`config.mk`:
```
export PLATFORM = sky130hd
export DESIGN_NAME = circuito_exp5_jogo_flat
export DESIGN_NICKNAME = d
export VERILOG_FILES = /design/src/rtl/circuito_exp5_jogo_pkg.sv /design/src/rtl/circuito_exp5_jogo_if.sv /design/src/rtl/circuito_exp5_jogo_hex7seg.sv /design/src/rtl/circuito_exp5_jogo.sv /design/src/flat_wrapper.sv
export SDC_FILE = /design/constraint.sdc
export NUM_CORES = 1
export LEC_CHECK = 0
export CAP_MARGIN = 10
export CORE_ASPECT_RATIO = 0.9
export CORE_MARGIN = 3
export CORE_UTILIZATION = 45
export CTS_CLUSTER_SIZE = 24
export DETAILED_ROUTE_END_ITERATION = 8
export PLACE_DENSITY = 0.75
export SLEW_MARGIN = 0
export SYNTH_ARGS = -nofsm -noshare
export SYNTH_HDL_FRONTEND = slang
export SYNTH_SLANG_ARGS = --single-unit
export TNS_END_PERCENT = 1
```
`constraint.sdc`:
```
create_clock -name clock -period 7.3 [get_ports clock]
set_clock_uncertainty 0.05 [all_clocks]
set_input_delay 1.46 -clock clock [delete_from_list [all_inputs] [get_ports clock]]
set_output_delay 1.46 -clock clock [all_outputs]
set_load 0.02 [all_outputs]
```
`src/rtl/circuito_exp5_jogo_pkg.sv`:
```
// Shared definitions for the memory game: FSM state codes (as shown on db_estado),
// sequence ROM contents and default timing.
package circuito_exp5_jogo_pkg;

  typedef enum logic [3:0] {
    INICIAL       = 4'h0,
    PREPARA       = 4'h1,
    INICIO_RODADA = 4'h2,
    ESPERA        = 4'h3,
    REGISTRA      = 4'h4,
    COMPARA       = 4'h5,
    PROX_JOGADA   = 4'h6,
    PROX_RODADA   = 4'h7,
    FIM_GANHOU    = 4'hA,
    FIM_ERRO      = 4'hD,
    FIM_TIMEOUT   = 4'hE
  } estado_t;

  localparam int unsigned TIMEOUT_DEFAULT = 3000;
  localparam int unsigned SEQ_LEN_DEFAULT = 16;

  function automatic logic [3:0] rom_seq(input logic [3:0] addr);
    logic [3:0] val;
    case (addr)
      4'h0:    val = 4'b0001;
      4'h1:    val = 4'b0010;
      4'h2:    val = 4'b0100;
      4'h3:    val = 4'b1000;
      4'h4:    val = 4'b0100;
      4'h5:    val = 4'b0010;
      4'h6:    val = 4'b0001;
      4'h7:    val = 4'b0001;
      4'h8:    val = 4'b0010;
      4'h9:    val = 4'b0010;
      4'hA:    val = 4'b0100;
      4'hB:    val = 4'b0100;
      4'hC:    val = 4'b1000;
      4'hD:    val = 4'b1000;
      4'hE:    val = 4'b0001;
      default: val = 4'b0100;
    endcase
    return val;
  endfunction

endpackage

```
`src/rtl/circuito_exp5_jogo_if.sv`:
```
// Player-facing signals of the game: start request, buttons and result outputs.
interface circuito_exp5_jogo_if;
  logic       jogar;
  logic [3:0] botoes;
  logic       ganhou;
  logic       perdeu;
  logic       pronto;
  logic [3:0] leds;

  modport master (output jogar, botoes, input ganhou, perdeu, pronto, leds);
  modport slave  (input jogar, botoes, output ganhou, perdeu, pronto, leds);
endinterface

```
`src/rtl/circuito_exp5_jogo_hex7seg.sv`:
```
// 4-bit hex digit to active-low 7-segment pattern, bit order g..a.
module circuito_exp5_jogo_hex7seg (
  input  logic [3:0] hex,
  output logic [6:0] seg
);
  always_comb begin
    seg = 7'h7F;
    case (hex)
      4'h0: seg = 7'h40;
      4'h1: seg = 7'h79;
      4'h2: seg = 7'h24;
      4'h3: seg = 7'h30;
      4'h4: seg = 7'h19;
      4'h5: seg = 7'h12;
      4'h6: seg = 7'h02;
      4'h7: seg = 7'h78;
      4'h8: seg = 7'h00;
      4'h9: seg = 7'h10;
      4'hA: seg = 7'h08;
      4'hB: seg = 7'h03;
      4'hC: seg = 7'h46;
      4'hD: seg = 7'h21;
      4'hE: seg = 7'h06;
      4'hF: seg = 7'h0E;
      default: seg = 7'h7F;
    endcase
  end
endmodule

```
`src/rtl/circuito_exp5_jogo.sv`:
```
// Genius-style memory game: control FSM plus datapath (address/round counters,
// sequence ROM, jogada register, button edge detector, inactivity timer).
module circuito_exp5_jogo
  import circuito_exp5_jogo_pkg::*;
#(
  parameter int unsigned TIMEOUT = TIMEOUT_DEFAULT,
  parameter int unsigned SEQ_LEN = SEQ_LEN_DEFAULT
) (
  input  logic                 clock,
  input  logic                 reset,
  circuito_exp5_jogo_if.slave  jogo,
  output logic [6:0]           db_contagem,
  output logic [6:0]           db_memoria,
  output logic [6:0]           db_estado,
  output logic [6:0]           db_jogadafeita,
  output logic [6:0]           db_sequencia,
  output logic                 db_clock,
  output logic                 db_iniciar,
  output logic                 db_fimseq,
  output logic                 db_igualseq,
  output logic                 db_igualjogada,
  output logic                 db_igual,
  output logic                 db_tem_jogada,
  output logic                 db_timeout
);

  localparam int unsigned TW = $clog2(TIMEOUT + 1);

  estado_t        estado_q, estado_d;
  logic [3:0]     endereco_q, endereco_d;
  logic [3:0]     rodada_q, rodada_d;
  logic [3:0]     jogada_q, jogada_d;
  logic [TW-1:0]  timer_q, timer_d;
  logic           tem_jogada_q;

  logic       tem_jogada;
  logic       jogada_pulse;
  logic       timeout;
  logic       igual;
  logic       fimseq;
  logic       igualseq;
  logic [3:0] memoria;

  assign tem_jogada   = |jogo.botoes;
  assign jogada_pulse = tem_jogada & ~tem_jogada_q;
  assign memoria      = rom_seq(endereco_q);
  assign igual        = (jogada_q == memoria);
  assign fimseq       = (rodada_q == 4'(SEQ_LEN - 1));
  assign igualseq     = (endereco_q == rodada_q);
  assign timeout      = (estado_q == ESPERA) && (timer_q == TW'(TIMEOUT - 1));

  always_ff @(posedge clock or posedge reset) begin
    if (reset) begin
      estado_q     <= INICIAL;
      endereco_q   <= '0;
      rodada_q     <= '0;
      jogada_q     <= '0;
      timer_q      <= '0;
      tem_jogada_q <= 1'b0;
    end else begin
      estado_q     <= estado_d;
      endereco_q   <= endereco_d;
      rodada_q     <= rodada_d;
      jogada_q     <= jogada_d;
      timer_q      <= timer_d;
      tem_jogada_q <= tem_jogada;
    end
  end

  // Timer defaults to clear; it only advances while idle in ESPERA.
  always_comb begin
    estado_d   = estado_q;
    endereco_d = endereco_q;
    rodada_d   = rodada_q;
    jogada_d   = jogada_q;
    timer_d    = '0;
    case (estado_q)
      INICIAL: if (jogo.jogar) estado_d = PREPARA;
      PREPARA: begin
        endereco_d = '0;
        rodada_d   = '0;
        jogada_d   = '0;
        estado_d   = INICIO_RODADA;
      end
      INICIO_RODADA: begin
        endereco_d = '0;
        estado_d   = ESPERA;
      end
      ESPERA: begin
        if (jogada_pulse)  estado_d = REGISTRA;
        else if (timeout)  estado_d = FIM_TIMEOUT;
        else               timer_d  = timer_q + 1'b1;
      end
      REGISTRA: begin
        jogada_d = jogo.botoes;
        estado_d = COMPARA;
      end
      COMPARA: begin
        if (!igual)                 estado_d = FIM_ERRO;
        else if (igualseq && fimseq) estado_d = FIM_GANHOU;
        else if (igualseq)          estado_d = PROX_RODADA;
        else                        estado_d = PROX_JOGADA;
      end
      PROX_JOGADA: begin
        endereco_d = endereco_q + 1'b1;
        estado_d   = ESPERA;
      end
      PROX_RODADA: begin
        rodada_d = rodada_q + 1'b1;
        estado_d = INICIO_RODADA;
      end
      FIM_GANHOU, FIM_ERRO, FIM_TIMEOUT: if (jogo.jogar) estado_d = PREPARA;
      default: estado_d = INICIAL;
    endcase
  end

  assign jogo.ganhou = (estado_q == FIM_GANHOU);
  assign jogo.perdeu = (estado_q == FIM_ERRO) || (estado_q == FIM_TIMEOUT);
  assign jogo.pronto = (estado_q == FIM_GANHOU) || (estado_q == FIM_ERRO) ||
                       (estado_q == FIM_TIMEOUT);
  assign jogo.leds   = jogada_q;

  assign db_igual       = igual;
  assign db_igualjogada = igual;
  assign db_clock       = clock;
  assign db_iniciar     = jogo.jogar;
  assign db_fimseq      = fimseq;
  assign db_igualseq    = igualseq;
  assign db_tem_jogada  = tem_jogada;
  assign db_timeout     = timeout;

  circuito_exp5_jogo_hex7seg u_hex_contagem (.hex(endereco_q),      .seg(db_contagem));
  circuito_exp5_jogo_hex7seg u_hex_memoria  (.hex(memoria),         .seg(db_memoria));
  circuito_exp5_jogo_hex7seg u_hex_estado   (.hex(4'(estado_q)),    .seg(db_estado));
  circuito_exp5_jogo_hex7seg u_hex_jogada   (.hex(jogada_q),        .seg(db_jogadafeita));
  circuito_exp5_jogo_hex7seg u_hex_rodada   (.hex(rodada_q),        .seg(db_sequencia));

endmodule

```
`src/flat_wrapper.sv`:
```
// flat-port wrapper written by rule: the top's interface ports become plain ports
module circuito_exp5_jogo_flat import circuito_exp5_jogo_pkg::*;
#(
  parameter int unsigned TIMEOUT = TIMEOUT_DEFAULT,
  parameter int unsigned SEQ_LEN = SEQ_LEN_DEFAULT
)
  (clock, reset, db_contagem, db_memoria, db_estado, db_jogadafeita, db_sequencia, db_clock, db_iniciar, db_fimseq, db_igualseq, db_igualjogada, db_igual, db_tem_jogada, db_timeout, jogo_jogar, jogo_botoes, jogo_ganhou, jogo_perdeu, jogo_pronto, jogo_leds);
  circuito_exp5_jogo_if jogo_i ();
  input  logic clock;
  input  logic reset;
  output logic [6:0] db_contagem;
  output logic [6:0] db_memoria;
  output logic [6:0] db_estado;
  output logic [6:0] db_jogadafeita;
  output logic [6:0] db_sequencia;
  output logic db_clock;
  output logic db_iniciar;
  output logic db_fimseq;
  output logic db_igualseq;
  output logic db_igualjogada;
  output logic db_igual;
  output logic db_tem_jogada;
  output logic db_timeout;
  input wire logic [$bits(jogo_i.jogar)-1:0] jogo_jogar;
  input wire logic [$bits(jogo_i.botoes)-1:0] jogo_botoes;
  output wire logic [$bits(jogo_i.ganhou)-1:0] jogo_ganhou;
  output wire logic [$bits(jogo_i.perdeu)-1:0] jogo_perdeu;
  output wire logic [$bits(jogo_i.pronto)-1:0] jogo_pronto;
  output wire logic [$bits(jogo_i.leds)-1:0] jogo_leds;
  assign jogo_i.jogar = jogo_jogar;
  assign jogo_i.botoes = jogo_botoes;
  assign jogo_ganhou = jogo_i.ganhou;
  assign jogo_perdeu = jogo_i.perdeu;
  assign jogo_pronto = jogo_i.pronto;
  assign jogo_leds = jogo_i.leds;
  circuito_exp5_jogo #(.TIMEOUT(TIMEOUT), .SEQ_LEN(SEQ_LEN)) u_core (.clock(clock), .reset(reset), .jogo(jogo_i), .db_contagem(db_contagem), .db_memoria(db_memoria), .db_estado(db_estado), .db_jogadafeita(db_jogadafeita), .db_sequencia(db_sequencia), .db_clock(db_clock), .db_iniciar(db_iniciar), .db_fimseq(db_fimseq), .db_igualseq(db_igualseq), .db_igualjogada(db_igualjogada), .db_igual(db_igual), .db_tem_jogada(db_tem_jogada), .db_timeout(db_timeout));
endmodule
```
Word-level counts from Yosys, hierarchy flattened
Memories as Yosys holds them, arrays and structs flattened.
Index checks and enable logic that the tools add are counted.
Widths: inputs -> output; s select.
- reductions and logical operators: 15
- multiplexer cells: 13
- add/sub/neg operators: 3
- eq/ne operators: 16
- bitwise operators: 2
- operators with widths (cell ; count):
    $mux 12 ; 3
    $pmux 4 s2 ; 3
    $pmux 4 s6 ; 1
    $mux 4 ; 5
    $eq 4x3->1 const B ; 4
    $eq 4x4->1 const B ; 4
    $add 12x1->12 const B ; 1
    $eq 12x12->1 const B ; 1
    $add 4x1->4 const B ; 2
    $eq 4x2->1 const B ; 2
    $eq 4x4->1 ; 2
    $reduce_or 4->1 ; 2
    $reduce_bool 2->1 ; 3
    $reduce_or 2->1 ; 3
    $eq 4x1->1 const B ; 1
    $logic_not 4->1 ; 1
    $logic_or 1x1->1 ; 3
    $ne 3x2->1 const B ; 1
    $logic_and 1x1->1 ; 2
    $ne 2x1->1 const B ; 1
    $reduce_and 2->1 ; 1
    $and 1x1->1 ; 1
    $mux 1 ; 1
    $not 1->1 ; 1
- bits in registers: 29
- memories: 6
- ROM bits: 624
- input port bits: 7
- output and inout bits: 50
- memories (memory ; words ; bits a word ; read ports ; clocked after Yosys merged registers in ; wr ports ; line ; text):
    (no name shown) ; 16 ; 7 ; 1 ; 0 ; 0 ; circuito_exp5_jogo_hex7seg.sv:8 ; case (hex)
    (no name shown) ; 16 ; 7 ; 1 ; 0 ; 0 ; circuito_exp5_jogo_hex7seg.sv:8 ;
    (no name shown) ; 16 ; 7 ; 1 ; 0 ; 0 ; circuito_exp5_jogo_hex7seg.sv:8 ;
    (no name shown) ; 16 ; 7 ; 1 ; 0 ; 0 ; circuito_exp5_jogo_hex7seg.sv:8 ;
    (no name shown) ; 16 ; 7 ; 1 ; 0 ; 0 ; circuito_exp5_jogo_hex7seg.sv:8 ;
    (no name shown) ; 16 ; 4 ; 1 ; 0 ; 0 ; circuito_exp5_jogo_pkg.sv:24 ; case (addr)

Depth between registers and ports, before layout
- depth after elaboration: 5
- gate-level depth with buffers: 9
- depth with buffers taken out: 8

Cells and area by module
Synthesis repeated with hierarchy kept, for this count alone.
- cell total of the unflattened synthesis: 389
- area total of the unflattened synthesis: 3393.3 um^2
- modules (own cells, without submodules) (module ; cells each ; seq. area each (um^2) ; area an instance (um^2) ; times used):
    circuito_exp5_jogo ; 228 ; 725.7 ; 2018.2 ; 1
    circuito_exp5_jogo_hex7seg at u_core.u_hex_contagem ... ; 32 ; 0.0 ; 275.3 ; 4
    circuito_exp5_jogo_hex7seg at u_core.u_hex_estado ; 33 ; 0.0 ; 274.0 ; 1

==> impl_metrics.yaml <==
clock_tree:
  ctsResizeCount: 0
  cts_setup_buffers: 0
  cts_tree: "yes"
  cts.clk_slew.worst_paths_ps: 60
  ctsHoldBuffers: 0
  clk_latency_ps: 380
detailed_routing:
  via_count: 2800
  wire_per_inst_um: 14.4
  drt_iter0_drc: 163
  wirelength_um: 7170
  drt-pass1-iter-count: 5
  vias_per_cell: 5.61
  antenna_left: 0
  drcViolationCount: 0
logic_synthesis:
  synth_edf_count: 0
  synth.area.top_cells: "dfrtp_1, ha_1, mux2i_1"
  synthArstFlopShare_pct: 100
  syn_avg_cell_area_um2: 8.43
  synth_ff_type: "dfrtp_1"
  synth_top_area_cell: "dfrtp_1"
  synth_cell_types: 61
  synth-seq-cells: 29
  syn-cell-area_mm2: 0.00311
  ys_warn_count: 0
  seq_area_frac_synth_pct: 23.3
  yosysMostFrequentCell: "nor2_1"
  synth_top_area_share_pct: 23.3
  synthCells: 369
  synth_top_cells_by_count: "nor2_1, ha_1, dfrtp_1, nand2_1, inv_1"
  synth_fp_nets: 409
timing:
  relSlewSlack_pct: 28.8
  fin_ws_ps: 1390
  max_slew.worst_pin.slew_ps: 1070
  maxSlewViolCount: 0
  hold_viol: 0
  setup_viol: 0
  setup_tns_ps: 0
  rsz0062_at_grt: "false"
global_route:
  grt_max_degree: 32
  grt_pass1_wl_um: 12100
  overflow: 0
  grtUsageTotal_pct: 18.8
  antenna_found_initial: 0
  grt_pass1_vias: 2658
die:
  coreArea_mm2: 0.00666
  rows: 28
  num_io_pins: 57
  die_y_um: 84.9
  start_util_pct: 46.7
  die_w_um: 93.6
  dieArea_mm2: 0.00794
layout:
  fillerInstances: 612
  final_nets: 448
  design_area_mm2: 0.00374
  drive_gt1_share_pct: 8.80
  stdcell_count: 499
  regArea_um2: 726
  final_util_pct: 56.1
  area_growth_pct: 20.2
  num_antenna_cells: 0
  multi_input_area_mm2: 0.00208
place:
  gp_congestion: 0.959
  portBuffers: 56
  dp_cells: 488
  place_ws_ps: 1630
  place_hpwl_um: 5240
  dpl_cell_area_mm2: 0.00359
worst_setup_path:
  path_class: "clock port to output pin"
  endpoint_kind: "output pin"
  required_ps: 5790
  critPathMaxFanout: 2
  arrival_ps: 4400
  startpoint_type: "clock port"
power:
  leakagePower_nw: 1.57
  power_density_mw_per_mm2: 401
  vdd.ir_drop.worst_uv: 352
outcome:
  status: "finished, final reports clean"
job:
  max-cap-violations: 0
hold_path:
  hold_class: "flip-flop to flip-flop"
report_power, final:
group / leakage [nW] / switching (mW) / total (mW) / internal (mW)
registers: 0.393 / 0.0780 / 0.265 / 0.187
clock network: 0.0797 / 0.0776 / 0.207 / 0.129
logic: 1.10 / 0.555 / 1.03 / 0.471
stage by stage:
stage | hold slack, ps | power, mW
after floorplan | 404 | 0.958
after global placement | 436 | 1.29
after detailed placement | 434 | 1.31
after CTS | 448 | 1.50
after global routing | 465 | 1.61
final | 440 | 1.50
registers in the layout (all words and copies together) (netlist names):
| signal | count |
|---|---|
| u_core.jogo.leds | 4 |
| u_core.endereco_q | 4 |
| u_core.rodada_q | 4 |
| u_core.tem_jogada_q | 1 |
| u_core.timer_q | 12 |
| u_core.estado_q | 4 |
cells by family after synthesis:
kind of cell | synth area share, %
AO/OA/AOI/OAI | 20.3
XOR/XNOR | 4.19
adder cells (fa/ha/maj) | 13.3
buffers and inverters | 9.66
flip-flops | 23.3
multiplexers | 9.86
AND/OR/NAND/NOR | 19.4
final timing paths:
check | startpoint | endpoint | slack (ps) | cells after the start
max | clock | db_clock | 1390 | 3
min | u_core.timer_q[0] | u_core.timer_q[0] | 440 | 1
max reg2reg | u_core.endereco_q[2] | u_core.estado_q[0] | 4650 | 7
min reg2reg | u_core.timer_q[0] | u_core.timer_q[0] | 440 | 1
max in group asynchronous | reset | u_core.timer_q[2] | 4960 | 2
min in group asynchronous | reset | u_core.timer_q[11] | 1590 | 2
critical path, cell delays in order:
cell             delay, ps
clkbuf_8               110
clkbuf_8               120
clkdlybuf4s50_1        530
placed cells by master (no fill, tap or decap), types with 8 or more instances in the layout:
cell,instances
inv_1,27
nor2_1,36
nor3_1,8
a22o_1,11
a21oi_1,22
clkdlybuf4s50_1,56
xor2_1,8
o21ai_0,25
mux2i_1,16
dfrtp_1,29
nand3_1,9
ha_1,33
nand2_1,29
clkbuf_8,10
final cells by class:
type                       count  share of cell area, %
inverter                      30                   3.01
clock inverter                 1                  0.134
timing repair buffer          55                   14.7
sequential                    29                   19.4
tap                           90                   3.01
multi-input combinational    283                   55.7
clock buffer                  11                   3.95
routing by layer:
metal  share of wire [%]  GRT usage (%)  routed length [um]
met3                 4.7           4.08                 336
met5                   0              0                   0
met1                  48           25.7                3440
met4                0.93           5.51                  67
met2                  46           29.9                3320
No activity file was read; power rests on OpenSTA's default activity.
